### config.mk
export PLATFORM = sky130hd
export DESIGN_NAME = shift_exec_unit
export DESIGN_NICKNAME = d
export VERILOG_FILES = /design/src/rtl/shift_exec_unit.sv
export SDC_FILE = /design/constraint.sdc
export NUM_CORES = 1
export LEC_CHECK = 0
export ABC_AREA = 1
export CAP_MARGIN = 20
export CELL_PAD_IN_SITES_DETAIL_PLACEMENT = 1
export CELL_PAD_IN_SITES_GLOBAL_PLACEMENT = 1
export CORE_MARGIN = 4
export CORE_UTILIZATION = 41
export CTS_BUF_LIST = sky130_fd_sc_hd__clkbuf_2
export DETAILED_ROUTE_END_ITERATION = 10
export GPL_TIMING_DRIVEN = 0
export PLACE_DENSITY_LB_ADDON = 0.1
export SKIP_LAST_GASP = 1
export SYNTH_ARGS = -nofsm -noshare
export SYNTH_HDL_FRONTEND = slang
export SYNTH_SLANG_ARGS = --single-unit
### constraint.sdc
create_clock -name CLK -period 4.2 [get_ports CLK]
set_input_delay 0.42 -clock CLK [delete_from_list [all_inputs] [get_ports CLK]]
set_output_delay 0.42 -clock CLK [all_outputs]
set_load 0.02 [all_outputs]
### src/rtl/shift_exec_unit.sv
// Multi-cycle MIPS shift unit (sll/srl/sra and variable forms).
// Shifts at most STEP bits per cycle and reports one done pulse per op.
//
// Parameter:
//   STEP        max bits shifted per SHIFT cycle (1, 2, 4, 8 or 16)
// Ports:
//   CLK         rising-edge clock
//   reset       asynchronous active-low reset
//   start       issue request, sampled only while busy=0
//   funct       R-type funct field selecting the shift kind
//   rt_data     operand to be shifted
//   rs_data     variable shift amount source (bits [4:0] only)
//   shamt       immediate shift amount
//   rd          destination register number
//   busy        operation in flight (SHIFT or DONE)
//   done        one-cycle completion pulse
//   result      shifted value, held until the next done
//   wr_reg      captured rd, held until the next done
//   wr_en       register write strobe for a supported funct
//   invalid_op  completion flag for an unsupported funct
module shift_exec_unit #(
    parameter int STEP = 4
) (
    input  logic        CLK,
    input  logic        reset,
    input  logic        start,
    input  logic [5:0]  funct,
    input  logic [31:0] rt_data,
    input  logic [31:0] rs_data,
    input  logic [4:0]  shamt,
    input  logic [4:0]  rd,
    output logic        busy,
    output logic        done,
    output logic [31:0] result,
    output logic [4:0]  wr_reg,
    output logic        wr_en,
    output logic        invalid_op
);

    typedef enum logic [1:0] {
        IDLE  = 2'd0,
        SHIFT = 2'd1,
        DONE  = 2'd2
    } state_t;

    typedef enum logic [1:0] {
        OP_SLL = 2'd0,
        OP_SRL = 2'd1,
        OP_SRA = 2'd2
    } op_t;

    localparam logic [4:0] STEP_AMT = 5'(STEP);

    state_t      state_q;
    state_t      state_d;
    op_t         op_q;
    logic        valid_q;
    logic [31:0] work_q;
    logic [4:0]  rem_q;
    logic [4:0]  rd_q;
    logic [31:0] result_q;
    logic [4:0]  wr_reg_q;

    op_t         dec_op;
    logic        dec_valid;
    logic [4:0]  dec_amt;
    logic [4:0]  cnt;
    logic [4:0]  rem_nxt;
    logic [31:0] shifted;

    // Only the low five bits of rs select the amount.
    logic unused_rs;
    assign unused_rs = ^rs_data[31:5];

    // funct[2] distinguishes the variable forms from the shamt forms.
    always_comb begin
        dec_valid = 1'b1;
        dec_op    = OP_SLL;
        case (funct)
            6'b000000, 6'b000100: dec_op = OP_SLL;
            6'b000010, 6'b000110: dec_op = OP_SRL;
            6'b000011, 6'b000111: dec_op = OP_SRA;
            default:              dec_valid = 1'b0;
        endcase
        dec_amt = funct[2] ? rs_data[4:0] : shamt;
    end

    // Shift by min(remaining, STEP) this cycle.
    always_comb begin
        cnt     = (rem_q < STEP_AMT) ? rem_q : STEP_AMT;
        rem_nxt = rem_q - cnt;
        case (op_q)
            OP_SLL:  shifted = work_q << cnt;
            OP_SRL:  shifted = work_q >> cnt;
            OP_SRA:  shifted = 32'($signed(work_q) >>> cnt);
            default: shifted = work_q;
        endcase
    end

    always_comb begin
        state_d = state_q;
        case (state_q)
            IDLE: begin
                if (start) begin
                    if (dec_valid && (dec_amt != 5'd0))
                        state_d = SHIFT;
                    else
                        state_d = DONE;
                end
            end
            SHIFT: begin
                if (rem_nxt == 5'd0)
                    state_d = DONE;
            end
            DONE:    state_d = IDLE;
            default: state_d = IDLE;
        endcase
    end

    always_ff @(posedge CLK or negedge reset) begin
        if (!reset) begin
            state_q  <= IDLE;
            op_q     <= OP_SLL;
            valid_q  <= 1'b0;
            work_q   <= 32'd0;
            rem_q    <= 5'd0;
            rd_q     <= 5'd0;
            result_q <= 32'd0;
            wr_reg_q <= 5'd0;
        end else begin
            state_q <= state_d;
            case (state_q)
                IDLE: begin
                    if (start) begin
                        work_q  <= rt_data;
                        rem_q   <= dec_valid ? dec_amt : 5'd0;
                        op_q    <= dec_op;
                        valid_q <= dec_valid;
                        rd_q    <= rd;
                        // Zero-amount and invalid ops skip SHIFT, so
                        // the visible result is loaded here.
                        if (state_d == DONE) begin
                            result_q <= dec_valid ? rt_data : 32'd0;
                            wr_reg_q <= rd;
                        end
                    end
                end
                SHIFT: begin
                    work_q <= shifted;
                    rem_q  <= rem_nxt;
                    if (rem_nxt == 5'd0) begin
                        result_q <= shifted;
                        wr_reg_q <= rd_q;
                    end
                end
                default: ;
            endcase
        end
    end

    assign busy       = (state_q != IDLE);
    assign done       = (state_q == DONE);
    assign wr_en      = done && valid_q;
    assign invalid_op = done && !valid_q;
    assign result     = result_q;
    assign wr_reg     = wr_reg_q;

endmodule
Word-level counts from Yosys, hierarchy flattened
Cells that the tools add are included.
{"block": "totals", "output_inout_bits": 41, "regBits": 84, "inputBits": 83, "word_cells": 66}
{"block": "op_classes", "shifts": 3, "eq_ne": 13, "addsub": 1, "muxes": 23, "order_cmp": 1, "n_reduce_logical": 17}
{"operator": "32-bit 2-to-1 mux", "n": 5}
{"operator": "32-bit one-hot mux with 2 select lines", "n": 2}
{"operator": "32-bit one-hot mux with 3 select lines", "n": 1}
{"operator": "5-bit 2-to-1 mux", "n": 7}
{"operator": "32-bit by 5-bit left shift with 32-bit output", "n": 1}
{"operator": "32-bit by 5-bit >> shifter with 32-bit output", "n": 1}
{"operator": "32-bit by 5-bit >>> shifter with 32-bit output", "n": 1}
{"operator": "5-bit one-hot mux with 2 select lines", "n": 2}
{"operator": "6-bit by 3-bit equality test with 1-bit output (second input constant)", "n": 3}
{"operator": "6-bit by 2-bit equality test with 1-bit output (second input constant)", "n": 2}
{"operator": "2-bit one-hot mux with 2 select lines", "n": 2}
{"operator": "2-bit equality test (second input constant)", "n": 3}
{"operator": "6-bit logical NOT", "n": 1}
{"operator": "2-bit 2-to-1 mux", "n": 3}
{"operator": "2-bit != test (second input constant)", "n": 3}
{"operator": "6-bit OR reduction", "n": 1}
{"operator": "5-bit logical NOT", "n": 1}
{"operator": "5-bit by 3-bit less-than comparator with 1-bit output (second input constant)", "n": 1}
{"operator": "5-bit nonzero test", "n": 1}
{"operator": "5-bit subtractor", "n": 1}
{"operator": "2-bit by 1-bit equality test with 1-bit output (second input constant)", "n": 2}
{"operator": "2-bit logical NOT", "n": 2}
{"operator": "2-bit AND reduction", "n": 2}
{"operator": "4-bit AND reduction", "n": 1}
{"operator": "other kinds (5)", "n": 9}

Longest topological paths before layout
Gate-level depths: netlist (run 1).
{"block": "logic_depth", "ltp_word": 11, "ltp_mapped": 17, "ltp_nobuf": 14}

Worst setup path before layout (run 1)
OpenSTA, ideal clock, no wires.
{"block": "synth_path", "path_type": "register -> register", "start": "register rem_q[4]", "end": "register wr_reg_q[1], in the netlist wr_reg[1]", "setup_time_ps": 123, "path_buffers": 3, "slack_ps": 1801, "path_stages_with_launch": 15, "period_less_slack_ps": 2399, "t_required_ps": 4077, "arrival_ps": 2275, "cell_sequence": "dfrtp_1 > nor2_4 > nand2_2 > buf_2 > buf_1 > nand2_1 > ha_1 > o21bai_1 > nor2_2 > nand3b_4 > nand2_4 > inv_2 > buf_6 > nand2_1 > o21ai_1"}
{"block": "synth_via", "elab_chain_cells": 9, "word_cells_on_any_way": 10, "cone_classes": "add/sub: 1; order compare: 1; eq/ne: 3; mux: 3; reduce/logical: 2"}
{"item": "start, declared", "line_no": "59", "rtl": "logic [4:0] rem_q;"}
{"item": "start signal, assigned", "line_no": "136", "rtl": "rem_q <= dec_valid ? dec_amt : 5'd0;"}
{"item": "start signal, assigned", "line_no": "150", "rtl": "rem_q <= rem_nxt;"}
{"item": "5-bit by 3-bit less-than comparator with 1-bit output", "line_no": "90", "rtl": "cnt = (rem_q < STEP_AMT) ? rem_q : STEP_AMT;"}
{"item": "5-bit 2-to-1 mux", "line_no": "90"}
{"item": "5-bit subtractor (*)", "line_no": "91", "rtl": "rem_nxt = rem_q - cnt;"}
{"item": "5-bit logical NOT (*)", "line_no": "112, 151"}
{"item": "2-bit 2-to-1 mux", "line_no": "112", "rtl": "if (rem_nxt == 5'd0)"}
{"item": "2-bit one-hot mux with 2 select lines", "line_no": "102", "rtl": "case (state_q)"}
{"item": "2-bit equality test", "line_no": "142", "rtl": "if (state_d == DONE) begin"}
{"item": "2-bit != test (no source line)"}
{"item": "4-bit AND reduction (no source line) (*)"}
{"item": "end signal, assigned", "line_no": "144", "rtl": "wr_reg_q <= rd;"}
{"item": "end signal, assigned", "line_no": "153", "rtl": "wr_reg_q <= rd_q;"}
{"item": "end, declared", "line_no": "62", "rtl": "logic [4:0] wr_reg_q;"}
Every way passes the cells marked *; elsewhere a longest branch is shown, timed or not.
A chain may end at the register's enable or synchronous reset.

Final worst setup path (run 1)
{"block": "layout_path", "start": "register rem_q[3]", "end": "register result_q[1], in the netlist result[1]"}
{"block": "layout_via", "elab_chain_cells": 9, "word_cells_on_any_way": 16, "cone_classes": "add/sub: 1; order compare: 1; eq/ne: 3; shift: 3; mux: 6; reduce/logical: 2"}
{"item": "5-bit by 3-bit less-than comparator with 1-bit output", "line_no": "90"}
{"item": "5-bit 2-to-1 mux", "line_no": "90"}
{"item": "5-bit subtractor", "line_no": "91"}
{"item": "5-bit logical NOT", "line_no": "112, 151"}
{"item": "2-bit 2-to-1 mux", "line_no": "112"}
{"item": "2-bit one-hot mux with 2 select lines", "line_no": "102"}
{"item": "2-bit equality test", "line_no": "142"}
{"item": "2-bit != test (no source line)"}
{"item": "4-bit AND reduction (no source line)"}
{"item": "end signal, assigned", "line_no": "143", "rtl": "result_q <= dec_valid ? rt_data : 32'd0;"}
{"item": "end signal, assigned", "line_no": "152", "rtl": "result_q <= shifted;"}
{"item": "end, declared", "line_no": "61", "rtl": "logic [31:0] result_q;"}
Several ways; a longest one is shown, not always the timed one. The select of a mux whose other input is x is not followed.

==> impl_metrics.ini, run 1 <==
[power]
p_int_uw = 2564
p_seq_share_pct = 23.9
ir_worst_vdd_mv = 0.2930
power_frac_comb_pct = 67.7
swShare_pct = 55.67
power_density_nw_per_um2 = 720.1
p_leak_uw = 0.003806
clock_power_share_pct = 8.4
p_sw_uw = 3221

[floorplan]
start_util_pct = 41.79
core_area_sq_um = 15890
die_height_um = 135.3
die_area_sq_um = 18290
top_level_ports = 124
die_x_um = 135.3
row_count = 46

[cts]
cts_buffer_depth = 2
cts-root-buf = clkbuf_2
insertion_delay_ns = 0.62
numCtsBuffers = 9
clk_pin_slew_worst_paths_ns = 0.30
cts_htree_levels = 3
cts.sinks = 84
cts_tree = built

[finish]
area_growth_pct = 21.01
layout.nets = 1269
final_layout_size_suffix_gt1_share_pct = 5.130
fillers = 2194
layout.cells.non_filler = 1406
multi_input_area_sq_um = 3926
seq_area_sq_um = 2102
fin_area_sq_um = 8034

[logic_synthesis]
synth-adder-area-share_pct = 0.3769
synth_edf_count = 0
syn-instance-count = 1075
ys_types = 35
synthSimpleGateAreaFrac_pct = 40.73
yosysMostFrequentCell = nand2_1
synth.net_count = 1160
synthTopCellsByCount = 249 x nand2_1, 204 x nand3_1, 139 x a21oi_1, 110 x nor2_1, 84 x dfrtp_1
syn_area_sq_um = 6639
syn_area_per_cell_sq_um = 6.176
yosysSeqAreaShare_pct = 31.66
synth_top_area_share_pct = 31.66
yosysTopAreaCell = dfrtp_1
synth_xor_area_share_pct = 0
synth_mux_area_share_pct = 0.1508
synth_compound_area_share_pct = 17.77
ys_top_cells_by_area = dfrtp_1 32%, nand3_1 15%, nand2_1 14%
ys_async_sr_fraction_pct = 100.0
synth_top_family_by_area = simple AND/OR/NAND/NOR gates
synth-seq-cells = 84
ys_warn_count = 0
ys.flop_type = dfrtp_1

[placed_design]
gp_congestion = 1.041
port_buffers = 96
hpwl_um = 24270
place_area_sq_um = 7895
dp.cells = 1388
pre_cts_slack_ns = 0.8673

[timing]
grt_setup_unrepaired = no
setup_ws_ns = 0.7698
max-slew-margin-rel_pct = 43.46
fin_tns_setup_ns = 0
finalSetupViolations = 0
fmax_mhz = 291.5
clock_skew_ns = 0.05036
worst_pin_slew_ns = 0.8481
layout_min_cycle_time_ns = 3.430
slew_violations = 0
hold_viol_final = 0
fin_crit_sh_pct = 81.67

[critical_path]
start_kind = register
crit_fanout = 10
end_kind = register
cp_data_arrival_time_ns = 3.97
timing_worst_setup_path_type = reg2reg
path_cells = nor2_4 -> nand2_2 -> buf_2 -> buf_1 -> nand2_1 -> ha_1 -> o21bai_1 -> nor2_2 -> nand3b_4 -> buf_2 -> a21oi_1 -> a21oi_1
cpPeakStageDelay_ns = 0.51
required_ns = 4.74
cp_slowest_cell = dfrtp_1

[run_status]
status = complete, no violations

[routing]
drt_pass1_iterations = 5
drcViolationCount = 0
drt_iter0_drc = 918
route.vias.total = 8373
wl_per_cell_um = 22.35
wl_um = 31430
drtAntennaViolNets = 0
via_per_inst = 5.955

[global_routing]
grt_pass1_wl_um = 47580
grt_usage_pct = 34.03
grt_max_degree = 70
globalRoute.totalOverflow = 0
antenna_found_initial = 1
grt_pass1_vias = 8248

[worst_hold_path]
hold_class = in2async

[run]
maxCapViolations = 0
[repair_timing]
item | 4_1_cts | 5_1_grt
gates resized for setup | 0 | 0
buffers inserted | 0 | 0
setup endpoints to repair | 0 | 0
hold buffers | 1 | 0
endpoints found under the hold margin | 82 | 0
[worst max-delay path: cells and delay by family, from the launching register on]
family	cells	cell delay, ns
adder cells (fa/ha/maj)	1	0.27
buffers and inverters	3	0.93
AO/OA/AOI/OAI	3	0.61
AND/OR/NAND/NOR	5	1.02
flip-flops	1	0.51
[cell type report]
class / count / area share, %
inverters: 76 / 3.551
clock inverters: 7 / 1.012
repair buffers: 98 / 12.40
plain buffers: 71 / 4.049
flip-flops and latches: 84 / 26.16
well taps: 216 / 3.364
clock buffers: 9 / 0.5607
multi-input cells: 844 / 48.87
diodes: 1 / 0.03115
[power groups by stage]
stage | Combinational, uW | Sequential [uW] | Clock, uW
final | 3920 | 1380 | 483
after global routing | 4260 | 1420 | 520
after floorplan | 2190 | 1520 | 0
after detailed placement | 3780 | 1390 | 0
after CTS | 3810 | 1380 | 493
after global placement | 3720 | 1370 | 0
[per-layer routing]
| layer | share of wire [%] | vias up | GRT usage, % | routed length, um |
|---|---|---|---|---|
| li1 | - | 3849 | - | - |
| met1 | 44 | 3990 | 48.55 | 13900 |
| met2 | 43 | 469 | 51.58 | 13620 |
| met3 | 9.1 | 65 | 6.464 | 2849 |
| met4 | 3.4 | 0 | 12.15 | 1064 |
| met5 | 0 | - | 0 | 0 |
[through the flow]
step           power, uW  hold WS, ns  util (%)
2_1_floorplan       3712       0.1244         -
3_5_place_dp        5175       0.3143     49.70
6_report            5785       0.1594     50.58
3_3_place_gp        5099       0.4704     49.54
4_1_cts             5678       0.1324     50.56
5_1_grt             6197       0.1507     50.58
[path summary, 6_finish.rpt]
path                                    to  cells after the start  slack [ns]  startpoint
worst min register to register   result[5]                      2        0.54   result[5]
worst max register to register   result[1]                     12        0.77    rem_q[3]
max in group asynchronous       work_q[26]                      3        3.36       reset
worst min-delay path             work_q[3]                      2        0.16       reset
min in group CLK                   op_q[0]                      3        0.36    funct[1]
worst max-delay path             result[1]                     12        0.77    rem_q[3]
[layout by cell type, fill, tap and decap left out, types with 3 or more instances in the layout]
| cell type | count |
|---|---|
| nor3_1 | 5 |
| clkdlybuf4s50_1 | 95 |
| clkbuf_2 | 9 |
| dfrtp_1 | 84 |
| o21ai_0 | 58 |
| nor2_2 | 3 |
| o21ai_1 | 13 |
| buf_4 | 9 |
| inv_1 | 68 |
| inv_2 | 5 |
| o211ai_1 | 6 |
| clkbuf_1 | 38 |
| nor2_1 | 110 |
| nand3_1 | 204 |
| nand2_2 | 4 |
| a22oi_1 | 4 |
| nand3b_1 | 3 |
| clkinv_1 | 3 |
| nand2_1 | 249 |
| inv_6 | 3 |
| buf_2 | 17 |
| nand4_1 | 27 |
| a21oi_1 | 139 |
| buf_1 | 7 |
[cell families (layout without fill, tap and decap cells)]
kind of cell | Yosys count | after routing
AOI/OAI and AO/OA | 227 | 227
adders and majority gates | 2 | 2
buffers and inverters | 147 | 261
DFF | 84 | 84
muxes | 1 | 1
other | 2 | 3
and+or+nand+nor | 612 | 612
Note: power is estimated with default switching activity, not from simulation.
==> run 2: changes to the inputs <==
--- a/config.mk
+++ b/config.mk
@@ -10,7 +10,7 @@
 export CELL_PAD_IN_SITES_DETAIL_PLACEMENT = 1
 export CELL_PAD_IN_SITES_GLOBAL_PLACEMENT = 1
 export CORE_MARGIN = 4
-export CORE_UTILIZATION = 41
+export CORE_UTILIZATION = 38
 export CTS_BUF_LIST = sky130_fd_sc_hd__clkbuf_2
 export DETAILED_ROUTE_END_ITERATION = 10
 export GPL_TIMING_DRIVEN = 0
==> constraint.sdc (replaced) <==
create_clock -name CLK -period 3.2 [get_ports CLK]
set_input_delay 0.32 -clock CLK [delete_from_list [all_inputs] [get_ports CLK]]
set_output_delay 0.32 -clock CLK [all_outputs]
set_load 0.02 [all_outputs]
==> run 2 against run 1 <==
- register-to-register slack lost 0.58 ns
- non-clock buffer count shrank 1
- setup slack lost 0.58 ns
- combinational power grew 31%
- cell count grew 0.57%
- die area grew 7.4%
- clock-buffer cell count is the same
- clock skew shrank 0.010 ns
- first-iteration DRC count shrank 16%
- global-route usage shrank 2.4 points
- via count shrank 2.1%
- sequential share of layout area shrank 0.10 points
- largest power group unchanged
==> impl_metrics.ini, run 2 (same netlist as run 1, synthesis figures left out) <==
[routing]
drt_iter0_drc = 767
route.vias.total = 8195
drtAntennaViolNets = 0
drcViolationCount = 0
via_per_inst = 5.796
wl_um = 31390
wl_per_cell_um = 22.20
drt_pass1_iterations = 6

[floorplan]
start_util_pct = 38.52
die_height_um = 140.2
top_level_ports = 124
core_area_sq_um = 17240
die_x_um = 140.2
die_area_sq_um = 19650
row_count = 48

[finish]
final_cell_mix = 249 x nand2_1, 204 x nand3_1, 139 x a21oi_1
layout.nets = 1268
final_common_cell = nand2_1
final_layout_size_suffix_gt1_share_pct = 5.135
layout.cells.non_filler = 1414
fillers = 2332
area_growth_pct = 21.49

[global_routing]
globalRoute.totalOverflow = 0
antenna_found_initial = 1
grt_max_degree = 45
grt_pass1_vias = 8227
grt_pass1_wl_um = 47980
grt_usage_pct = 31.64

[power]
p_leak_uw = 0.003811
ir_worst_vdd_mv = 0.3827
power_density_nw_per_um2 = 951.9

[placed_design]
pre_cts_slack_ns = -0.1511
port_buffers = 96
gp_congestion = 1.009
hpwl_um = 24460
dp.cells = 1397

[critical_path]
cp_data_arrival_time_ns = 3.51
required_ns = 3.70
timing_worst_setup_path_type = reg2reg
crit_cells = 11
cpPeakStageDelay_ns = 0.52
critical-path-top-delay-family = simple AND/OR/NAND/NOR gates
crit_fanout = 19
reg2regPathDepth = 11
cp.buffers_inverters = 2
cp_slowest_cell = dfrtp_1
start_kind = register
end_kind = register
path_cells = nor2_4 -> nand2_2 -> buf_2 -> nand2_1 -> ha_1 -> o21bai_1 -> nor2_2 -> nand3b_4 -> buf_2 -> a21oi_1 -> a21oi_1

[timing]
grt_setup_unrepaired = no
hold_slack_ns = 0.2560
clock_skew_ns = 0.03997
finalSetupViolations = 0
max-slew-margin-rel_pct = 43.91
layout_min_cycle_time_ns = 3.011
hold_viol_final = 0
fmax_mhz = 332.1
fin_crit_sh_pct = 94.09
slew_violations = 0
setup_ws_ns = 0.1891
worst_pin_slew_ns = 0.8413

[run_status]
status = complete, no violations

[cts]
insertion_delay_ns = 0.61
cts.sinks = 84
cts_tree = built
cts-root-buf = clkbuf_2
cts_htree_levels = 3
cts_buffer_depth = 2
clk_pin_slew_worst_paths_ns = 0.30
numCtsBuffers = 9

[run]
maxCapViolations = 0

[worst_hold_path]
hold_class = in2async
## run 2: final timing paths
path	from	to	slack (ns)
worst max-delay path	rem_q[3]	result[1]	0.19
max in group asynchronous	reset	valid_q	2.32
worst min register to register	wr_reg[1]	wr_reg[1]	0.54
worst max register to register	rem_q[3]	result[1]	0.19
worst min-delay path	reset	work_q[13]	0.26
min in group CLK	funct[1]	op_q[0]	0.27
## run 2: worst reg2reg max path: stages, from the launching register on
cell	delay [ns]
dfrtp_1	0.52
nor2_4	0.29
nand2_2	0.20
buf_2	0.34
nand2_1	0.16
ha_1	0.25
o21bai_1	0.19
nor2_2	0.16
nand3b_4	0.18
buf_2	0.24
a21oi_1	0.25
a21oi_1	0.11
## run 2: repair_timing
item	4_1_cts	5_1_grt
hold endpoints to repair	40	0
hold buffers	1	0
setup endpoints to repair	34	0
buffers inserted	0	0
gates resized for setup	0	0
## run 2: report_power, final
group / leakage (uW) / internal, uW / total [uW] / switching (uW)
Clock: 0.0000854 / 273 / 712 / 439
Combinational: 0.00272 / 1670 / 5140 / 3480
Sequential: 0.00100 / 1500 / 1820 / 322
Total: 0.00381 / 3440 / 7680 / 4240
## run 2: layout make-up
| class | instances | area, sq um | share of cell area, % |
|---|---|---|---|
| tap | 225 | 281.5 | 3.491 |
| buffer | 70 | 321.6 | 3.987 |
| timing repair buffer | 98 | 996.0 | 12.35 |
| inverter | 76 | 285.3 | 3.537 |
| sequential | 84 | 2102 | 26.06 |
| clock inverter | 7 | 105.1 | 1.303 |
| multi-input combinational | 844 | 3926 | 48.68 |
| antenna | 1 | 2.502 | 0.03103 |
| clock buffer | 9 | 45.04 | 0.5585 |
## run 2: through the flow
stage          cell area [sq um]  setup TNS (ns)  total power (uW)  util (%)
5_1_grt                     8065               0              8248     46.79
3_3_place_gp                7881         -126.36              6767     45.72
2_1_floorplan               6639               0              4872         -
3_5_place_dp                7906          -1.496              6818     45.87
6_report                    8065               0              7678     46.79
4_1_cts                     8063               0              7548     46.78
## run 2: metal layers
| metal | wire length (um) | track usage, % |
|---|---|---|
| met5 | 0 | 0 |
| met4 | 990 | 9.791 |
| met3 | 2450 | 6.589 |
| met2 | 13720 | 49.17 |
| met1 | 14230 | 44.29 |
